<file path="src/rtl/arb_pkg.sv">
// Shared types and constants for the instruction/data memory arbiter.
package arb_pkg;

  typedef logic [31:0] word;
  typedef word instr_t;

  typedef enum logic [1:0] {
    IDLE   = 2'd0,
    BUSY_I = 2'd1,
    BUSY_D = 2'd2,
    ERROR  = 2'd3
  } arb_state_t;

  localparam logic [3:0] FETCH_BE = 4'b1111;

endpackage

</file>
<file path="src/rtl/arb_watchdog.sv">
// Response watchdog: counts enabled cycles since the last clear and flags the
// cycle whose increment would reach TimeoutCycles. TimeoutCycles = 0 disables it.
module arb_watchdog
  import arb_pkg::*;
#(
  parameter int unsigned TimeoutCycles = 256
) (
  input  logic clk,
  input  logic res,
  input  logic clear,
  input  logic enable,
  output logic expired
);

  localparam bit          ENABLED = (TimeoutCycles != 0);
  localparam logic [15:0] LAST    = 16'(TimeoutCycles - 1);

  logic [15:0] count;

  always_ff @(posedge clk or negedge res) begin
    if (!res) begin
      count <= '0;
    end else if (clear) begin
      count <= '0;
    end else if (enable && ENABLED) begin
      count <= count + 16'd1;
    end
  end

  // Expiry is flagged during the last allowed cycle so the FSM can still let a
  // response arriving in that same cycle win over the error transition.
  assign expired = ENABLED && enable && (count == LAST);

endmodule

</file>
<file path="src/rtl/mem_arbiter.sv">
// Arbitrates the instruction-fetch and data ports onto one memory port, with
// data priority, a fetch starvation guard and a response watchdog.
module mem_arbiter
  import arb_pkg::*;
#(
  parameter int unsigned MaxDataBurst  = 4,
  parameter int unsigned TimeoutCycles = 256
) (
  input  logic        clk,
  input  logic        res,
  input  logic        instr_req,
  input  word         instr_addr,
  output instr_t      instr_read,
  output logic        instr_valid,
  input  logic        data_req,
  input  word         data_addr,
  input  logic        data_write_enable,
  input  logic [3:0]  data_be,
  input  word         data_write,
  output word         data_read,
  output logic        data_valid,
  output logic        mem_req,
  output word         mem_addr,
  output logic        mem_we,
  output logic [3:0]  mem_be,
  output word         mem_wdata,
  input  word         mem_rdata,
  input  logic        mem_valid,
  output logic        busy,
  output logic        err
);

  localparam logic [3:0] BURST_LIMIT = 4'(MaxDataBurst);

  arb_state_t state, state_next;
  logic       grant_i, grant_d;
  logic       in_busy;
  logic       wd_expired;
  logic [3:0] streak;

  always_ff @(posedge clk or negedge res) begin
    if (!res) state <= IDLE;
    else      state <= state_next;
  end

  always_comb begin
    state_next = state;
    grant_i    = 1'b0;
    grant_d    = 1'b0;
    case (state)
      IDLE: begin
        // Data wins unless fetches have been passed over MaxDataBurst times.
        if (data_req && !(instr_req && (streak == BURST_LIMIT))) begin
          grant_d    = 1'b1;
          state_next = BUSY_D;
        end else if (instr_req) begin
          grant_i    = 1'b1;
          state_next = BUSY_I;
        end
      end
      BUSY_I, BUSY_D: begin
        if (mem_valid)       state_next = IDLE;
        else if (wd_expired) state_next = ERROR;
      end
      ERROR:   state_next = ERROR;
      default: state_next = IDLE;
    endcase
  end

  always_comb begin
    in_busy     = (state == BUSY_I) || (state == BUSY_D);
    mem_req     = in_busy;
    busy        = in_busy;
    err         = (state == ERROR);
    instr_valid = mem_valid && (state == BUSY_I);
    data_valid  = mem_valid && (state == BUSY_D);
    instr_read  = (state == BUSY_I) ? mem_rdata : '0;
    data_read   = (state == BUSY_D) ? mem_rdata : '0;
  end

  always_ff @(posedge clk or negedge res) begin
    if (!res) begin
      streak <= '0;
    end else if (grant_d && instr_req) begin
      streak <= streak + 4'd1;
    end else if (grant_d || grant_i) begin
      streak <= '0;
    end
  end

  // Downstream request fields only move on a grant edge.
  always_ff @(posedge clk or negedge res) begin
    if (!res) begin
      mem_addr  <= '0;
      mem_we    <= 1'b0;
      mem_be    <= '0;
      mem_wdata <= '0;
    end else if (grant_d) begin
      mem_addr  <= data_addr;
      mem_we    <= data_write_enable;
      mem_be    <= data_be;
      mem_wdata <= data_write;
    end else if (grant_i) begin
      mem_addr  <= instr_addr;
      mem_we    <= 1'b0;
      mem_be    <= FETCH_BE;
      mem_wdata <= '0;
    end
  end

  arb_watchdog #(
    .TimeoutCycles(TimeoutCycles)
  ) u_watchdog (
    .clk    (clk),
    .res    (res),
    .clear  (grant_i || grant_d),
    .enable (in_busy && !mem_valid),
    .expired(wd_expired)
  );

endmodule

</file>
<file path="config.mk">
export PLATFORM = sky130hd
export DESIGN_NAME = mem_arbiter
export DESIGN_NICKNAME = d
export VERILOG_FILES = /design/src/rtl/arb_pkg.sv /design/src/rtl/arb_watchdog.sv /design/src/rtl/mem_arbiter.sv
export SDC_FILE = /design/constraint.sdc
export NUM_CORES = 1
export LEC_CHECK = 0
export CAP_MARGIN = 30
export CORE_ASPECT_RATIO = 1.5
export CORE_MARGIN = 2
export CORE_UTILIZATION = 30
export CTS_CLUSTER_DIAMETER = 200
export DETAILED_ROUTE_END_ITERATION = 16
export PLACE_DENSITY = 0.68
export SYNTH_ARGS = -nofsm -noshare
export SYNTH_HDL_FRONTEND = slang
export SYNTH_SLANG_ARGS = --single-unit
</file>
<file path="constraint.sdc">
create_clock -name clk -period 4.8 [get_ports clk]
set_input_delay 0.72 -clock clk [delete_from_list [all_inputs] [get_ports clk]]
set_output_delay 0.72 -clock clk [all_outputs]
set_load 0.1 [all_outputs]
</file>
==> results of run 1 <==
==> area by class of cell <==
class	count	area, um2	area share
timing repair buffer	281	2833	0.3768
tap	192	240.2	0.03196
sequential	91	2277	0.3029
clock buffer	9	225.2	0.02996
multi-input combinational	301	1861	0.2475
clock inverter	7	58.81	0.007823
inverter	6	22.52	0.002996
==> cells in the mapped netlist (5+ instances only) <==
master | count | area (um2)
nand4_1 | 7 | 43.79
xor2_1 | 7 | 61.31
a22o_1 | 33 | 289.0
clkbuf_1 | 14 | 52.55
ha_1 | 7 | 87.58
nor2_1 | 82 | 307.8
buf_2 | 11 | 55.05
o22ai_1 | 33 | 206.5
and2_1 | 66 | 412.9
xnor2_1 | 5 | 43.79
nand3_1 | 6 | 30.03
nand2_1 | 11 | 41.29
inv_1 | 6 | 22.52
dfrtp_1 | 91 | 2277
==> stage by stage <==
stage          cells  cell area [um2]  hold slack (ps)  worst slack, ps    util
6_report         887             7517            350.2             1162  0.5372
5_1_grt          887             7517            385.3            939.1  0.5372
4_1_cts          887             7517            374.3             1075  0.5372
3_5_place_dp     871             7233            490.8             1448  0.5169
3_3_place_gp     869             7178            487.2             1468  0.5130
2_1_floorplan    427             4275            424.4             2333       -
==> per-layer routing <==
metal  global-route usage  up-vias
li1                     -     2009
met4              0.06284        2
met3              0.06035       23
met5                    0        -
met1               0.1785     2011
met2               0.3483      207
==> logic make-up after synthesis <==
family,Yosys count,synth area share
AO/OA/AOI/OAI,90,0.1569
XOR/XNOR,12,0.02458
adder cells (fa/ha/maj),7,0.02048
buffers and inverters,35,0.03483
flip-flops,91,0.5326
multiplexers,2,0.005267
AND/OR/NAND/NOR,190,0.2253
==> worst register-to-register path, delay by kind of cell, from the launching register on <==
kind	cells	cell delay, ps
adder cells (fa/ha/maj)	1	410
buffers and inverters	1	80
AO/OA/AOI/OAI	1	240
AND/OR/NAND/NOR	1	680
multiplexers	1	370
flip-flops	1	390
==> sequential cells by signal, indices dropped and copies added (netlist names) <==
name	flops
state	2
mem_we	1
mem_be	4
mem_wdata	32
streak	4
u_watchdog.count	16
mem_addr	32
==> worst paths after layout <==
check | start | endpoint
min in group clk | mem_wdata[25]$_DFFE_PN0P_ | mem_wdata[25]$_DFFE_PN0P_
max | state[1]$_DFFE_PN0P_ | instr_read[10]
min reg2reg | mem_wdata[25]$_DFFE_PN0P_ | mem_wdata[25]$_DFFE_PN0P_
min | res | mem_addr[15]$_DFFE_PN0P_
max in group asynchronous | res | mem_be[1]$_DFFE_PN0P_
max reg2reg | state[0]$_DFFE_PN0P_ | state[1]$_DFFE_PN0P_
==> results.ini, run 1 <==
[worst_setup_path]
path_class=reg2out
critPathMaxStageDelay_ps=1140
worstRegToRegCells=5
r2r_slack_ps=2510
slowest_stage=clkdlybuf4s50_1
critPathCaptureType=primary output
crit_required_ps=4080
path_cells=inv_1 -> ha_1 -> and2_1 -> clkdlybuf4s50_1
critical_path_depth=4
setup.worst_path.start_class=flip-flop
worstPathMaxFanout=33
arrival_ps=2920
crit_family=buffers and inverters
path_buf_inv=2

[place]
numPortBuffers=275
hpwl_um=11070
gp_congestion=0.7943

[floorplanning]
dieArea_um2=15240
ioPinCount=276
start_util=0.3056
die_x_um=101.5
fp-row-count=53
die_h_um=150.2
core-area_um2=13990

[clocking]
clkLatencyLatePin_ps=340
path_clk_slew_ps=70
cts_root_buf=clkbuf_16
cts.sinks=91
htreeDepth=3
clk_path_buf_depth=2
cts_buffers=9
ctsHoldBuffers=0
post_cts_buffers=0
cts_tree=done
ctsResizeCount=0

[drt]
finalWirelength_um=14300
routed-wl-met3_um=1346
firstDrtPassIters=4
antenna_left=0
routedWlPerCell_um=16.12
drc=0
vias=4252
wl_met2_um=7798
drt_iter0_drc=135
drt-met1-wl_um=4846
highest_layer=met5
routed_via_density=4.794

[global_routing]
grt_antenna_before_repair=1
grt_pass1_vias=4313
grt_usage=0.1820
grt_remaining_overflow=0
grt_pass1_wl_um=21580
grt_max_degree=50

[yosys]
ys_seq_area_frac=0.5326
synth-edff-count=0
synth-warning-count=0
syn_nets=572
synth_cell_type_count=42
syn_area_per_cell_um2=10.01
syn_inst=427
async_flop_share=1.000
syn_area_um2=4275
synth-seq-cells=91
synthFlopType=dfrtp_1

[sta]
tns_ps=0
max_slew_margin=0.3141
setup_viol=0
hold_viol_final=0
clock.fmax_ghz=0.2748
fin_crit_sh=0.7580
tightest_slew_ps=1026
fin_crit_ps=3638
clock_skew_ps=9.620
rsz0062_at_grt=false
finalMaxSlewViolations=0

[final_layout]
drive_gt1_frac=0.04460
layout_commonest_cell=clkdlybuf4s50_1
n_antenna_cell=0
syn2layout_area_growth_pct=75.83
fin_nets=835
nFillCells=1275
final_cell_mix=clkdlybuf4s50_1 (273), dfrtp_1 (91), nor2_1 (82)

[hold_path]
hp-class=in2async

[flow_run]
maxCapViolCount=0

[run_status]
status=finished clean

Power of run 1 is not shown: default switching activity piles up to over one toggle a cycle in this logic, so the estimate is an artifact.
==> inputs of run 2 (changes only) <==
- PLACE_DENSITY: 0.68 -> 0.71
- clock period: 4.8 -> 2.99 ns (I/O delays scaled with it)
==> results.ini, run 2 (synthesis gave the netlist of run 1 again) <==
[drt]
vias=4248  ; -0.094%
routed_via_density=4.778  ; -0.32%
antenna_left=0  ; unchanged
routedWlPerCell_um=15.64  ; -3.0%
drc=0  ; unchanged
finalWirelength_um=13900  ; -2.8%
firstDrtPassIters=4  ; unchanged
drt_iter0_drc=166  ; +23%

[floorplanning]
ioPinCount=276  ; unchanged
dieArea_um2=15240  ; unchanged
start_util=0.3056  ; unchanged
core-area_um2=13990  ; unchanged
die_h_um=150.2  ; unchanged
fp-row-count=53  ; unchanged
die_x_um=101.5  ; unchanged

[final_layout]
final_cell_mix=buf_4 (145), clkdlybuf4s50_1 (136), dfrtp_1 (91)
fin_util=0.5135  ; -0.02379
n_antenna_cell=0  ; unchanged
syn2layout_area_growth_pct=68.04
layout_commonest_cell=buf_4
drive_gt1_frac=0.2425  ; +0.1979
reg_top3=mem_addr: 32 flops, mem_wdata: 32 flops, u_watchdog.count: 16 flops
nFillCells=1256  ; -1.5%
fin_nets=837  ; +0.24%

[place]
numPortBuffers=275  ; unchanged
hpwl_um=10710  ; -3.2%
gp_congestion=0.7231  ; -9.0%

[sta]
clock_skew_ps=10.32  ; +0.7044 ps
max_slew_margin=0.4540  ; +0.1400
tightest_slew_ps=819.0  ; -206.7 ps
finalMaxSlewViolations=0  ; unchanged
setup_viol=0  ; unchanged
hold_viol_final=0  ; unchanged
rsz0062_at_grt=false
fin_crit_sh=0.8351
clock.fmax_ghz=0.4005
tns_ps=0  ; unchanged
fin_crit_ps=2497
holdWs_ps=194.4  ; -155.9 ps

[clocking]
htreeDepth=3  ; unchanged
clk_path_buf_depth=2  ; unchanged
path_clk_slew_ps=60  ; about the same
post_cts_buffers=0  ; unchanged
ctsResizeCount=0  ; unchanged
cts_root_buf=clkbuf_16
clkLatencyLatePin_ps=340  ; about the same
ctsHoldBuffers=0  ; unchanged
cts_tree=done
cts.sinks=91  ; unchanged
cts_buffers=9  ; unchanged

[worst_setup_path]
arrival_ps=2050  ; -870 ps
critPathCaptureType=primary output
reg2reg_to=u_watchdog.count[13]$_DFFE_PN0P_
path_cells=inv_1 -> ha_1 -> and2_1 -> buf_4
path_class=reg2out
setup.worst_path.start_class=flip-flop
worstPathMaxFanout=33  ; unchanged
reg2reg_from=state[0]$_DFFE_PN0P_
crit_required_ps=2540  ; -1540 ps
critPathMaxStageDelay_ps=690  ; -450 ps
cp-startpoint=state[1]$_DFFE_PN0P_
worstRegToRegCells=6  ; +1
r2r_slack_ps=990  ; -1520 ps
crit_end=instr_read[26]
slowest_stage=ha_1

[global_routing]
grt_remaining_overflow=0  ; unchanged
grt_max_degree=62  ; +24%
grt_usage=0.1776  ; -0.004420
grt_pass1_wl_um=21200  ; -1.7%
grt_pass1_vias=4307  ; -0.14%
grt_antenna_before_repair=0  ; -1

[run_status]
status=finished clean

[flow_run]
maxCapViolCount=0  ; unchanged

[hold_path]
hp-class=in2async

run 2: layout make-up:
cell class                      instances  area [um2]  area share
Timing Repair Buffer                  283        2490      0.3466
Inverter                                6       22.52    0.003135
Clock inverter                          6       65.06    0.009056
Sequential cell                        91        2277      0.3170
Tap cell                              192       240.2     0.03344
Multi-Input combinational cell        301        1861      0.2590
Clock buffer                           10       229.0     0.03187
run 2: worst min-delay path by stage:
stage                                         start                        end  slack [ps]  cells after the start
after floorplan                                 res    mem_addr[0]$_DFFE_PN0P_         150                      0
after CTS                                       res   mem_addr[13]$_DFFE_PN0P_         230                      1
after global placement     mem_wdata[4]$_DFFE_PN0P_   mem_wdata[4]$_DFFE_PN0P_         490                      1
final                                           res   mem_addr[15]$_DFFE_PN0P_         190                      1
after global routing                            res   mem_addr[13]$_DFFE_PN0P_         250                      1
after detailed placement  mem_wdata[26]$_DFFE_PN0P_  mem_wdata[26]$_DFFE_PN0P_         490                      1
run 2: routing by layer:
metal | track usage | part of all wire
met1 | 0.1756 | 0.34
met2 | 0.3556 | 0.56
met3 | 0.03946 | 0.080
met4 | 0.05405 | 0.015
met5 | 0 | 0
run 2: critical path, delay by kind of cell, from the launching register on:
kind	cells	cell delay (ps)
buffers and inverters	2	380
DFF	1	410
and+or+nand+nor	1	230
adders and majority gates	1	690
run 2: metrics by stage:
stage,instance area (um2),cells,worst slack [ps]
after floorplan,4275,427,588.8
after global placement,6890,873,812.6
after detailed placement,6890,873,741.4
after CTS,7184,889,460.7
after global routing,7184,889,339.0
final,7184,889,493.0
Power of run 2 is left out for the same reason.
==> inputs of run 3 (changes only) <==
- PLACE_DENSITY: 0.71 -> 0.68
- clock period: 2.99 -> 2.5 ns (I/O delays scaled with it)
==> results.ini, run 3 (synthesis gave the netlist of run 1 again) <==
[run_status]
status=finished clean

[drt]
routedWlPerCell_um=16.28  ; +4.1%
finalWirelength_um=14520  ; +4.5%
drc=0  ; unchanged
firstDrtPassIters=4  ; unchanged
drt_iter0_drc=107  ; -36%
routed_via_density=4.854  ; +1.6%
antenna_left=0  ; unchanged
vias=4330  ; +1.9%

[final_layout]
n_antenna_cell=0  ; unchanged
regArea_um2=2277  ; unchanged
fin_nets=840  ; +0.36%
nFillCells=1212  ; -3.5%
multiInputGateArea_um2=1861  ; unchanged
fin_util=0.5763  ; +0.06286
layout_commonest_cell=clkdlybuf4s50_1
reg_top3=mem_addr: 32 flops, mem_wdata: 32 flops, u_watchdog.count: 16 flops
drive_gt1_frac=0.2457  ; +0.003247
final_cell_mix=clkdlybuf4s50_1 (136), dfrtp_1 (91), nor2_1 (82)
syn2layout_area_growth_pct=88.62
final_cells=892  ; +0.34%

[global_routing]
grt_pass1_vias=4507  ; +4.6%
grt_antenna_before_repair=0  ; unchanged
grt_remaining_overflow=0  ; unchanged
grt_pass1_wl_um=22530  ; +6.2%
grt_usage=0.1879  ; +0.01031
grt_max_degree=43  ; -31%

[worst_setup_path]
crit_required_ps=2120  ; -420 ps
path_cells=inv_1 -> ha_1 -> buf_4 -> and2_1 -> buf_12
critPathCaptureType=primary output
critPathMaxStageDelay_ps=420  ; -270 ps
reg2reg_to=u_watchdog.count[13]$_DFFE_PN0P_
path_class=reg2out
worstRegToRegCells=6  ; unchanged
setup.worst_path.start_class=flip-flop
r2r_slack_ps=540  ; -450 ps
reg2reg_from=state[0]$_DFFE_PN0P_
arrival_ps=1720  ; -330 ps
worstPathMaxFanout=33  ; unchanged
slowest_stage=dfrtp_1

[sta]
clock.fmax_ghz=0.4778
finalMaxSlewViolations=0  ; unchanged
fin_crit_ps=2093
fin_crit_sh=0.8372
rsz0062_at_grt=false
hold_viol_final=0  ; unchanged
tightest_slew_ps=552.5  ; -266.4 ps
tns_ps=0  ; unchanged
holdWs_ps=25.45  ; -168.9 ps
max_slew_margin=0.6316  ; +0.1776
setup_viol=0  ; unchanged
clock_skew_ps=6.380  ; -3.945 ps

[clocking]
post_cts_buffers=0  ; unchanged
cts_root_buf=clkbuf_16
path_clk_slew_ps=60  ; about the same
ctsResizeCount=0  ; unchanged
htreeDepth=3  ; unchanged
clk_path_buf_depth=2  ; unchanged
ctsHoldBuffers=0  ; unchanged
cts_tree=done
cts_buffers=9  ; unchanged
clkLatencyLatePin_ps=340  ; about the same
cts.sinks=91  ; unchanged

[place]
hpwl_um=11550  ; +7.9%
numPortBuffers=275  ; unchanged
gp_congestion=0.8029  ; +11%
dp.cells=876  ; +0.34%

[floorplanning]
fp-row-count=53  ; unchanged
ioPinCount=276  ; unchanged
core-area_um2=13990  ; unchanged
die_x_um=101.5  ; unchanged
start_util=0.3056  ; unchanged
die_h_um=150.2  ; unchanged
dieArea_um2=15240  ; unchanged

[hold_path]
hp-class=in2async

[flow_run]
maxCapViolCount=0  ; unchanged

## run 3: cell count changes in the layout (fill, tap and decap cells not counted), sizes merged
cell      before  now
clkinvlp       1    2
buf          147  150
inv            7    6
clkinv         3    2
clkbuf        10   11
## run 3: per-layer routing
metal,vias up,share of wire,GRT usage
met2,233,0.55,0.3613
met3,25,0.087,0.05664
met4,0,0.023,0.05946
met5,-,0,0
met1,2059,0.34,0.1888
li1,2013,-,-
## run 3: worst max-delay path by stage
stage                               endpoint                  from  cells past startpoint
finish                         data_read[16]  state[0]$_DFFE_PN0P_                      5
global route                   data_read[13]  state[0]$_DFFE_PN0P_                      5
CTS                            data_read[13]  state[0]$_DFFE_PN0P_                      5
detailed placement  mem_addr[10]$_DFFE_PN0P_              data_req                      6
global placement     mem_addr[8]$_DFFE_PN0P_              data_req                      4
floorplan               state[1]$_DFFE_PN0P_  state[0]$_DFFE_PN0P_                      6
## run 3: layout make-up
type	count	area share
clock buffers	11	0.03010
clock inverters	5	0.007758
inverters	6	0.002793
multi-input cells	301	0.2307
flip-flops and latches	91	0.2824
well taps	192	0.02979
repair buffers	286	0.4164
## run 3: worst max-delay path: cells and delay by family, from the launching register on
family                   cells  cell delay [ps]
buffers and inverters        3              540
flip-flops                   1              420
AND/OR/NAND/NOR              1              270
adder cells (fa/ha/maj)      1              140
## run 3: through the flow
stage / area [um2] / setup slack (ps)
after floorplan: 4275 / 98.78
after global placement: 7731 / 268.8
after detailed placement: 7759 / 457.7
after CTS: 8064 / 356.4
after global routing: 8064 / 277.6
final: 8064 / 407.1
Power of run 3 is left out for the same reason.
